## src/rtl/mult_booth_datapath_pkg.sv

```systemverilog
// Shared multdiv definitions: default multiplier sizing and the Booth operation encoding
// used between the pair decoder and the accumulator datapath.
package mult_booth_datapath_pkg;

  localparam int MULT_WIDTH = 32;
  localparam int MULT_CNT_W = 6;

  typedef enum logic [1:0] {
    BOOTH_ADD  = 2'd0,
    BOOTH_SUB  = 2'd1,
    BOOTH_SKIP = 2'd2
  } booth_op_t;

  // skip outranks sub when the decoder drives an illegal pair
  function automatic booth_op_t booth_op_from_flags(input logic sub, input logic skip);
    if (skip)     return BOOTH_SKIP;
    else if (sub) return BOOTH_SUB;
    else          return BOOTH_ADD;
  endfunction

endpackage

```

## src/rtl/mult_booth_datapath_if.sv

```systemverilog
// Operand/result bus of the Booth multiplier, including the Booth-pair decoder loop.
interface mult_booth_datapath_if #(
  parameter int WIDTH = 32
);
  logic             ctrl_MULT;
  logic [WIDTH-1:0] data_operandA;
  logic [WIDTH-1:0] data_operandB;
  logic [1:0]       booth_bits;
  logic             booth_sub;
  logic             booth_skip;
  logic [WIDTH-1:0] data_result;
  logic             data_exception;
  logic             data_resultRDY;
  logic             busy;

  modport master (
    output ctrl_MULT, data_operandA, data_operandB, booth_sub, booth_skip,
    input  booth_bits, data_result, data_exception, data_resultRDY, busy
  );

  modport slave (
    input  ctrl_MULT, data_operandA, data_operandB, booth_sub, booth_skip,
    output booth_bits, data_result, data_exception, data_resultRDY, busy
  );
endinterface

```

## src/rtl/mult_booth_datapath_addsub.sv

```systemverilog
// Accumulator update for one Booth step: add, subtract or pass the multiplicand.
module mult_booth_datapath_addsub
  import mult_booth_datapath_pkg::*;
#(
  parameter int W = 33
) (
  input  logic [W-1:0] a_i,
  input  logic [W-1:0] b_i,
  input  booth_op_t    op_i,
  output logic [W-1:0] y_o
);

  always_comb begin
    y_o = a_i;
    case (op_i)
      BOOTH_ADD: y_o = a_i + b_i;
      BOOTH_SUB: y_o = a_i - b_i;
      default:   y_o = a_i;
    endcase
  end

endmodule

```

## src/rtl/mult_booth_datapath.sv

```systemverilog
// Sequential radix-2 Booth multiplier: one decoder-driven add/sub/skip plus arithmetic
// shift per cycle, WIDTH iterations, then a one-cycle ready pulse with product and overflow.
module mult_booth_datapath
  import mult_booth_datapath_pkg::*;
#(
  parameter int WIDTH = MULT_WIDTH,
  parameter int CNT_W = MULT_CNT_W
) (
  input  logic                 clk,
  input  logic                 reset,
  mult_booth_datapath_if.slave bus
);

  typedef enum logic {
    ST_IDLE = 1'b0,
    ST_RUN  = 1'b1
  } state_t;

  state_t             state_q;
  logic [WIDTH-1:0]   mcand_q;
  logic [2*WIDTH+1:0] prod_q;
  logic [2*WIDTH+1:0] prod_d;
  logic [CNT_W-1:0]   cnt_q;
  logic               busy_q;
  logic [WIDTH-1:0]   result_q;
  logic               exc_q;
  logic               rdy_q;
  logic [WIDTH:0]     acc_n;
  logic               exc_d;

  mult_booth_datapath_addsub #(.W(WIDTH + 1)) u_addsub (
    .a_i  (prod_q[2*WIDTH+1:WIDTH+1]),
    .b_i  ({mcand_q[WIDTH-1], mcand_q}),
    .op_i (booth_op_from_flags(bus.booth_sub, bus.booth_skip)),
    .y_o  (acc_n)
  );

  // {acc_n, mplier, xbit} shifted right by one, sign taken from the new accumulator
  assign prod_d = {acc_n[WIDTH], acc_n, prod_q[WIDTH:1]};
  // product fits in WIDTH signed bits only if bits [2W-1:W-1] are all copies of the sign
  assign exc_d  = ~((&prod_d[2*WIDTH:WIDTH]) | ~(|prod_d[2*WIDTH:WIDTH]));

  always_ff @(posedge clk or posedge reset) begin
    if (reset) begin
      state_q  <= ST_IDLE;
      mcand_q  <= '0;
      prod_q   <= '0;
      cnt_q    <= '0;
      busy_q   <= 1'b0;
      result_q <= '0;
      exc_q    <= 1'b0;
      rdy_q    <= 1'b0;
    end else begin
      rdy_q <= 1'b0;
      if (bus.ctrl_MULT) begin
        state_q <= ST_RUN;
        mcand_q <= bus.data_operandA;
        prod_q  <= {{(WIDTH+1){1'b0}}, bus.data_operandB, 1'b0};
        cnt_q   <= '0;
        busy_q  <= 1'b1;
      end else if (state_q == ST_RUN) begin
        prod_q <= prod_d;
        cnt_q  <= cnt_q + CNT_W'(1);
        if (cnt_q == CNT_W'(WIDTH - 1)) begin
          state_q  <= ST_IDLE;
          busy_q   <= 1'b0;
          result_q <= prod_d[WIDTH:1];
          exc_q    <= exc_d;
          rdy_q    <= 1'b1;
        end
      end
    end
  end

  assign bus.booth_bits     = prod_q[1:0];
  assign bus.data_result    = result_q;
  assign bus.data_exception = exc_q;
  assign bus.data_resultRDY = rdy_q;
  assign bus.busy           = busy_q;

endmodule

```

## src/flat_wrapper.sv

```systemverilog
// flat-port wrapper written by rule: the top's interface ports become plain ports
module mult_booth_datapath_flat import mult_booth_datapath_pkg::*;
#(
  parameter int WIDTH = MULT_WIDTH,
  parameter int CNT_W = MULT_CNT_W
)
  (clk, reset, bus_ctrl_MULT, bus_data_operandA, bus_data_operandB, bus_booth_sub, bus_booth_skip, bus_booth_bits, bus_data_result, bus_data_exception, bus_data_resultRDY, bus_busy);
  mult_booth_datapath_if #(.WIDTH(WIDTH)) bus_i ();
  input  logic clk;
  input  logic reset;
  input wire logic [$bits(bus_i.ctrl_MULT)-1:0] bus_ctrl_MULT;
  input wire logic [$bits(bus_i.data_operandA)-1:0] bus_data_operandA;
  input wire logic [$bits(bus_i.data_operandB)-1:0] bus_data_operandB;
  input wire logic [$bits(bus_i.booth_sub)-1:0] bus_booth_sub;
  input wire logic [$bits(bus_i.booth_skip)-1:0] bus_booth_skip;
  output wire logic [$bits(bus_i.booth_bits)-1:0] bus_booth_bits;
  output wire logic [$bits(bus_i.data_result)-1:0] bus_data_result;
  output wire logic [$bits(bus_i.data_exception)-1:0] bus_data_exception;
  output wire logic [$bits(bus_i.data_resultRDY)-1:0] bus_data_resultRDY;
  output wire logic [$bits(bus_i.busy)-1:0] bus_busy;
  assign bus_i.ctrl_MULT = bus_ctrl_MULT;
  assign bus_i.data_operandA = bus_data_operandA;
  assign bus_i.data_operandB = bus_data_operandB;
  assign bus_i.booth_sub = bus_booth_sub;
  assign bus_i.booth_skip = bus_booth_skip;
  assign bus_booth_bits = bus_i.booth_bits;
  assign bus_data_result = bus_i.data_result;
  assign bus_data_exception = bus_i.data_exception;
  assign bus_data_resultRDY = bus_i.data_resultRDY;
  assign bus_busy = bus_i.busy;
  mult_booth_datapath #(.WIDTH(WIDTH), .CNT_W(CNT_W)) u_core (.clk(clk), .reset(reset), .bus(bus_i));
endmodule
```

## config.mk

```make
export PLATFORM = sky130hd
export DESIGN_NAME = mult_booth_datapath_flat
export DESIGN_NICKNAME = d
export VERILOG_FILES = /design/src/rtl/mult_booth_datapath_pkg.sv /design/src/rtl/mult_booth_datapath_if.sv /design/src/rtl/mult_booth_datapath_addsub.sv /design/src/rtl/mult_booth_datapath.sv /design/src/flat_wrapper.sv
export SDC_FILE = /design/constraint.sdc
export NUM_CORES = 1
export LEC_CHECK = 0
export CAP_MARGIN = 40
export CORE_MARGIN = 2
export CORE_UTILIZATION = 57
export DETAILED_ROUTE_END_ITERATION = 16
export PLACE_DENSITY = 0.81
export SLEW_MARGIN = 40
export SYNTH_ARGS = -nofsm -noshare
export SYNTH_HDL_FRONTEND = slang
export SYNTH_SLANG_ARGS = --single-unit
```

## constraint.sdc

```tcl
create_clock -name clk -period 5.8 [get_ports clk]
set_input_delay 0.58 -clock clk [delete_from_list [all_inputs] [get_ports clk]]
set_output_delay 0.58 -clock clk [all_outputs]
set_load 0.01 [all_outputs]
```

-- Yosys cells after proc, flatten, opt, wreduce, memory -nomap -nowiden
Index checks and enable logic that the tools add are counted.
- add/subtract/negate cells: 3
- equal/unequal tests: 2
- mux-type cells: 16
- bitwise logic cells: 4
- reductions and logical operators: 7
- operator list (kind ; number):
    two-way mux 66 bit ; 2
    one-hot mux 33 bit (2 select lines) ; 1
    adder 33 bit ; 1
    AND reduction 33 bit ; 1
    OR reduction 33 bit ; 1
    subtractor 33 bit ; 1
    two-way mux 6 bit ; 2
    two-way mux 1 bit ; 10
    adder 6 x 1 -> 6 bit, second input constant ; 1
    equality test 6 x 5 -> 1 bit, second input constant ; 1
    nonzero test 2 bit ; 2
    inverter 1 bit ; 3
    AND reduction 3 bit ; 1
    equality test 2 x 1 -> 1 bit, second input constant ; 1
    logical NOT 2 bit ; 1
    two-way mux 2 bit ; 1
    AND reduction 2 bit ; 1
    OR 1 bit ; 1
- flip-flop bits (word level): 140
- bits of input ports: 69
- output and inout port bits: 37
- word-level logic and storage cells: 40

-- Longest topological paths before layout
- depth after elaboration: 8
- depth in mapped cells: 21
- mapped depth without buffers: 21

-- Cells and area by module
A second synthesis with hierarchy kept.
- cell total of the unflattened synthesis: 873
- area total of the unflattened synthesis: 8562.0 um^2
- by module, submodules not included (module ; times used ; cells an instance ; area each (um^2) ; seq. area each (um^2)):
    mult_booth_datapath ; 1 ; 447 ; 5734.2 ; 3478.3
    mult_booth_datapath_addsub ; 1 ; 426 ; 2827.7 ; 0.0

-- Worst setup path before layout
No wires, ideal clock.
- kind: input -> register
- start: in bus_booth_skip
- end: reg u_core.exc_q, in the netlist u_core.bus.data_exception
- library setup time: 0.134 ns
- data arrival time: 4.522 ns
- data required time: 5.666 ns
- slack: 1.144 ns
- stages: 19
- buffers on the path: 3
- cell sequence: inv_1 buf_1 nand2_1 clkbuf_1 clkbuf_1 o21ai_0 inv_1 ha_1 nor2b_1 o31a_4 o21ai_1 a31oi_1 or2_1 or4_1 or4_1 nor4_2 nand4b_1 o41ai_2 a211oi_1
- word-level cells in the longest chain between the ends: 7
- elaborated cells between the ends (all ways): 9
- classes of those cells: eq/ne: 1; mux: 2; bitwise: 3; reduce/logical: 3
- ends and longest elaborated chain (item ; RTL line ; RTL):
    from (decl) ; flat_wrapper.sv:15 ; input wire logic [$bits(bus_i.booth_skip)-1:0] bus_booth_skip;
    two-way mux 2 bit * ; mult_booth_datapath_pkg.sv:16 ; if (skip) return BOOTH_SKIP;
    equality test 2 x 1 -> 1 bit or logical NOT 2 bit (tied branches) ; mult_booth_datapath_addsub.sv:15 ; case (op_i)
    one-hot mux 33 bit (2 select lines) * ; mult_booth_datapath_addsub.sv:15 ;
    OR reduction 33 bit ; mult_booth_datapath.sv:41 ; assign exc_d = ~((&prod_d[2*WIDTH:WIDTH]) | ~(|prod_d[2*WIDTH:WIDTH]));
    inverter 1 bit ; mult_booth_datapath.sv:41 ;
    OR 1 bit * ; mult_booth_datapath.sv:41 ;
    inverter 1 bit * ; mult_booth_datapath.sv:41 ;
    to (signal assigned) ; mult_booth_datapath.sv:51 ; exc_q <= 1'b0;
    to (signal assigned) ; mult_booth_datapath.sv:68 ; exc_q <= exc_d;
    to (decl) ; mult_booth_datapath.sv:26 ; logic exc_q;
Every way passes the cells marked *; elsewhere a longest branch is shown, timed or not.
A chain may end at the register's enable or synchronous reset.

-- Final worst setup path
- start: reg u_core.mcand_q[1]
- end: reg u_core.exc_q, in the netlist u_core.bus.data_exception
- word-level cells in the longest chain between the ends: 6
- elaborated cells between the ends (all ways): 8
- classes of those cells: add/sub: 2; mux: 1; bitwise: 3; reduce/logical: 2
- ends and longest elaborated chain (item ; RTL line ; RTL):
    from (decl) ; mult_booth_datapath.sv:20 ; logic [WIDTH-1:0] mcand_q;
    from (signal assigned) ; mult_booth_datapath.sv:57 ; mcand_q <= bus.data_operandA;
    subtractor 33 bit or adder 33 bit (tied branches) ; mult_booth_datapath_addsub.sv:17, mult_booth_datapath_addsub.sv:16 ;
    one-hot mux 33 bit (2 select lines) * ; mult_booth_datapath_addsub.sv:15 ;
    OR reduction 33 bit ; mult_booth_datapath.sv:41 ;
    inverter 1 bit ; mult_booth_datapath.sv:41 ;
    OR 1 bit * ; mult_booth_datapath.sv:41 ;
    inverter 1 bit * ; mult_booth_datapath.sv:41 ;
Marks and branches as above.

==> summary.md <==
| Metric | Value |
|---|---|
| Outcome | `finished clean` |
| Setup Skew | `15.24 ps` |
| Clk sinks | `139` |
| Post-DP HPWL | `17690 µm` |
| First-pass DRT Iterations | `5` |
| Layout Nets | `1227` |
| Routed len/inst | `18.51 µm` |
| Slew Limit Fails | `0` |
| Ys async rst share | `100.0%` |
| Register area share after synthesis | `37.81%` |
| Combinational family with the most area after synthesis | `simple AND/OR/NAND/NOR gates` |
| Vias per inst | `6.121` |
| Part of the cycle the worst path needs | `89.38%` |
| RSZ-0062 raised after global routing | `no` |
| Netlist cell types | `87` |
| Post-CTS Setup Bufs | `0` |
| Area share of and/or/nand/nor cells after synthesis | `21.60%` |
| Clk root buf | `clkbuf_16` |
| Final min period | `5184 ps` |
| Grt total ovfl | `0` |
| Clk buf depth | `2` |
| Overall power | `0.003708 W` |
| Vias in the first global route | `7808` |
| Crit. End Element | `flip-flop` |
| Most used DFF post-synth | `dfrtp_1` |
| Synthesized cell area | `9199 µm²` |
| Placer Congestion | `1.002` |
| DRT antenna net count | `0` |
| Largest net degree at the start of global routing | `97` |
| Final setup violation count | `0` |
| Iter 0 DRT Violations | `868` |
| Final WL | `25020 µm` |
| Hold crit path type | `reg2reg` |
| Peak supply drop | `0.2268 mV` |
| DIE HEIGHT | `131.0 µm` |
| Setup TNS | `0 ps` |
| GRT Util Overall | `30.18%` |
| Yosys Warn Count | `0` |
| Hold_buf cts | `0` |
| Via Count | `8276` |
| Worst-margin pin slew | `711.3 ps` |
| PD cells | `339.6 nW/µm²` |
| Commonest cells after routing, fill and taps aside | `nand2_1, dfrtp_1, clkdlybuf4s50_1, nor2_1, o21ai_0` |
| Initial antenna violation count | `0` |
| CTS tree | `done` |
| Synth Area in Compound Gates | `17.93%` |
| Post-cts sizing count | `0` |
| Total CTS buffers | `17` |
| Maxcap violations | `0` |
| Layout cells sized above 1 | `8.979%` |
| Max Freq | `192.9 MHz` |
| Fill count | `1194` |
| # IOs | `106` |
| Leak Pwr | `5.030 nW` |
| Diodes inserted | `0` |
| Adder-cell share of the synthesized area | `4.842%` |
| Clock transition at the registers of the reported paths | `60 ps` |
| Mux cell area share after synthesis | `9.032%` |
| Most common cell after layout, fill and taps aside | `nand2_1` |
| Xor/xnor share of the synthesized area | `4.475%` |
| Crit Path Max Fanout | `5` |
| Arrival @ worst endpoint | `5480 ps` |
| Synth Instances | `1047` |
| First-pass GRT wire length | `40330 µm` |
| Synth Register Bits | `139` |
| Clk_lat worst skew | `420 ps` |
| Core area | `15830 µm²` |
| Die W | `131.0 µm` |
| Num rows | `46` |
| Area Growth Syn to Fin | `18.69%` |
| Initial Utilization | `58.12%` |
| Buffers added on ports | `105` |
| Crit path launch type | `flip-flop` |
| Worst Hold Slack | `478.5 ps` |
| DRC | `0` |
| WS Path Type | `reg2reg` |
| Post-synth EDFFs | `0` |
| Mapped Nets | `1151` |
| Depth of the CTS H-tree | `4` |
| Final hold violation count | `0` |
| Worst EP required | `6100 ps` |
| Synth Area per Inst | `8.786 µm²` |
| Die ar. | `17170 µm²` |
| Max_slew headroom | `51.98%` |
[cell usage after synthesis (11+ instances only)]
cell type / n / share of area (%)
o31ai_1: 11 / 0.90
o21ai_1: 11 / 0.60
nand2_1: 186 / 7.6
ha_1: 34 / 4.6
clkbuf_1: 35 / 1.4
a21oi_1: 47 / 2.6
nor3_1: 35 / 1.9
xnor2_1: 25 / 2.4
mux2i_1: 47 / 5.1
a211oi_1: 21 / 1.7
mux2_2: 32 / 3.9
nand4_1: 17 / 1.2
nor2_1: 91 / 3.7
dfrtp_1: 139 / 38
o21ai_0: 68 / 3.7
nor3b_1: 12 / 0.98
inv_1: 17 / 0.69
nand3_1: 15 / 0.82
xor2_1: 22 / 2.1
[per-stage QoR]
step	setup slack (ps)	util, %	std cells	cell area, µm²
floorplan	1144	-	1047	9199
global placement	650.6	65.04	1320	10290
detailed placement	528.3	65.08	1320	10300
CTS	649.4	68.98	1352	10920
global route	181.1	68.98	1352	10920
finish	615.7	68.98	1352	10920
[where the power goes]
| group | internal, W | switching, W | total [W] | leakage, nW |
|---|---|---|---|---|
| registers | 0.00107 | 0.000117 | 0.00119 | 1.77 |
| logic | 0.000569 | 0.000817 | 0.00139 | 2.96 |
| clock network | 0.000704 | 0.000429 | 0.00113 | 0.299 |
| total | 0.00234 | 0.00136 | 0.00371 | 5.03 |
[path summary, 6_finish.rpt]
check	from	end	slack (ps)	cells past startpoint
worst max-delay path	u_core.mcand_q[1]	u_core.bus.data_exception	620	21
worst max register to register	u_core.mcand_q[1]	u_core.bus.data_exception	620	21
worst min register to register	u_core.bus.data_result[25]	u_core.bus.data_result[25]	480	2
worst min-delay path	u_core.bus.data_result[25]	u_core.bus.data_result[25]	480	2
min in group asynchronous	reset	u_core.prod_q[20]	670	2
max in group asynchronous	reset	u_core.state_q	4050	3
[logic make-up (layout without fill, tap and decap cells)]
family / count (synthesis) / in the layout
xor gates and xnor gates: 47 / 47
DFF: 139 / 139
muxes: 79 / 79
buffers and inverters: 78 / 167
AOI/OAI and AO/OA: 246 / 246
and+or+nand+nor: 423 / 423
adders and majority gates: 35 / 35
[metal layers]
metal  part of all wire (%)  track usage, %
met1                     44           43.44
met2                     45           44.71
met3                    9.1           7.818
met4                    2.3           9.574
met5                      0               0
[state kept, by name (all words and copies together) (netlist names)]
| signal | flops |
|---|---|
| u_core.cnt_q | 6 |
| u_core.bus.data_resultRDY | 1 |
| u_core.bus.busy | 1 |
| u_core.bus.data_exception | 1 |
| u_core.prod_q | 65 |
| u_core.bus.data_result | 32 |
| u_core.mcand_q | 32 |
| u_core.state_q | 1 |
[critical path: stages, from the launching register on]
cell and delay (ps):
dfrtp_1 390, inv_1 110, ha_1 180, nand2_1 70, nor3_1 430, and2_1 370, nand2_1 120, nor2_1 160
nor2_1 70, xnor2_1 150, ha_1 390, inv_1 140, nor3_1 430, a211o_1 290, nor2_1 70, a21boi_1 200
mux2i_1 460, o2111ai_1 250, nor4_2 260, nand4b_1 190, o41ai_2 240, a211oi_1 80
[area by class of cell]
type / count / area (µm²) / area share (%)
inverter: 17 / 71.32 / 0.6532
multi-input combinational: 830 / 5331 / 48.83
clock inverter: 12 / 161.4 / 1.478
timing repair buffer: 118 / 1145 / 10.49
tap: 216 / 270.3 / 2.475
clock buffer: 20 / 456.7 / 4.183
sequential: 139 / 3482 / 31.89
Power figures use the tool's default switching activity.
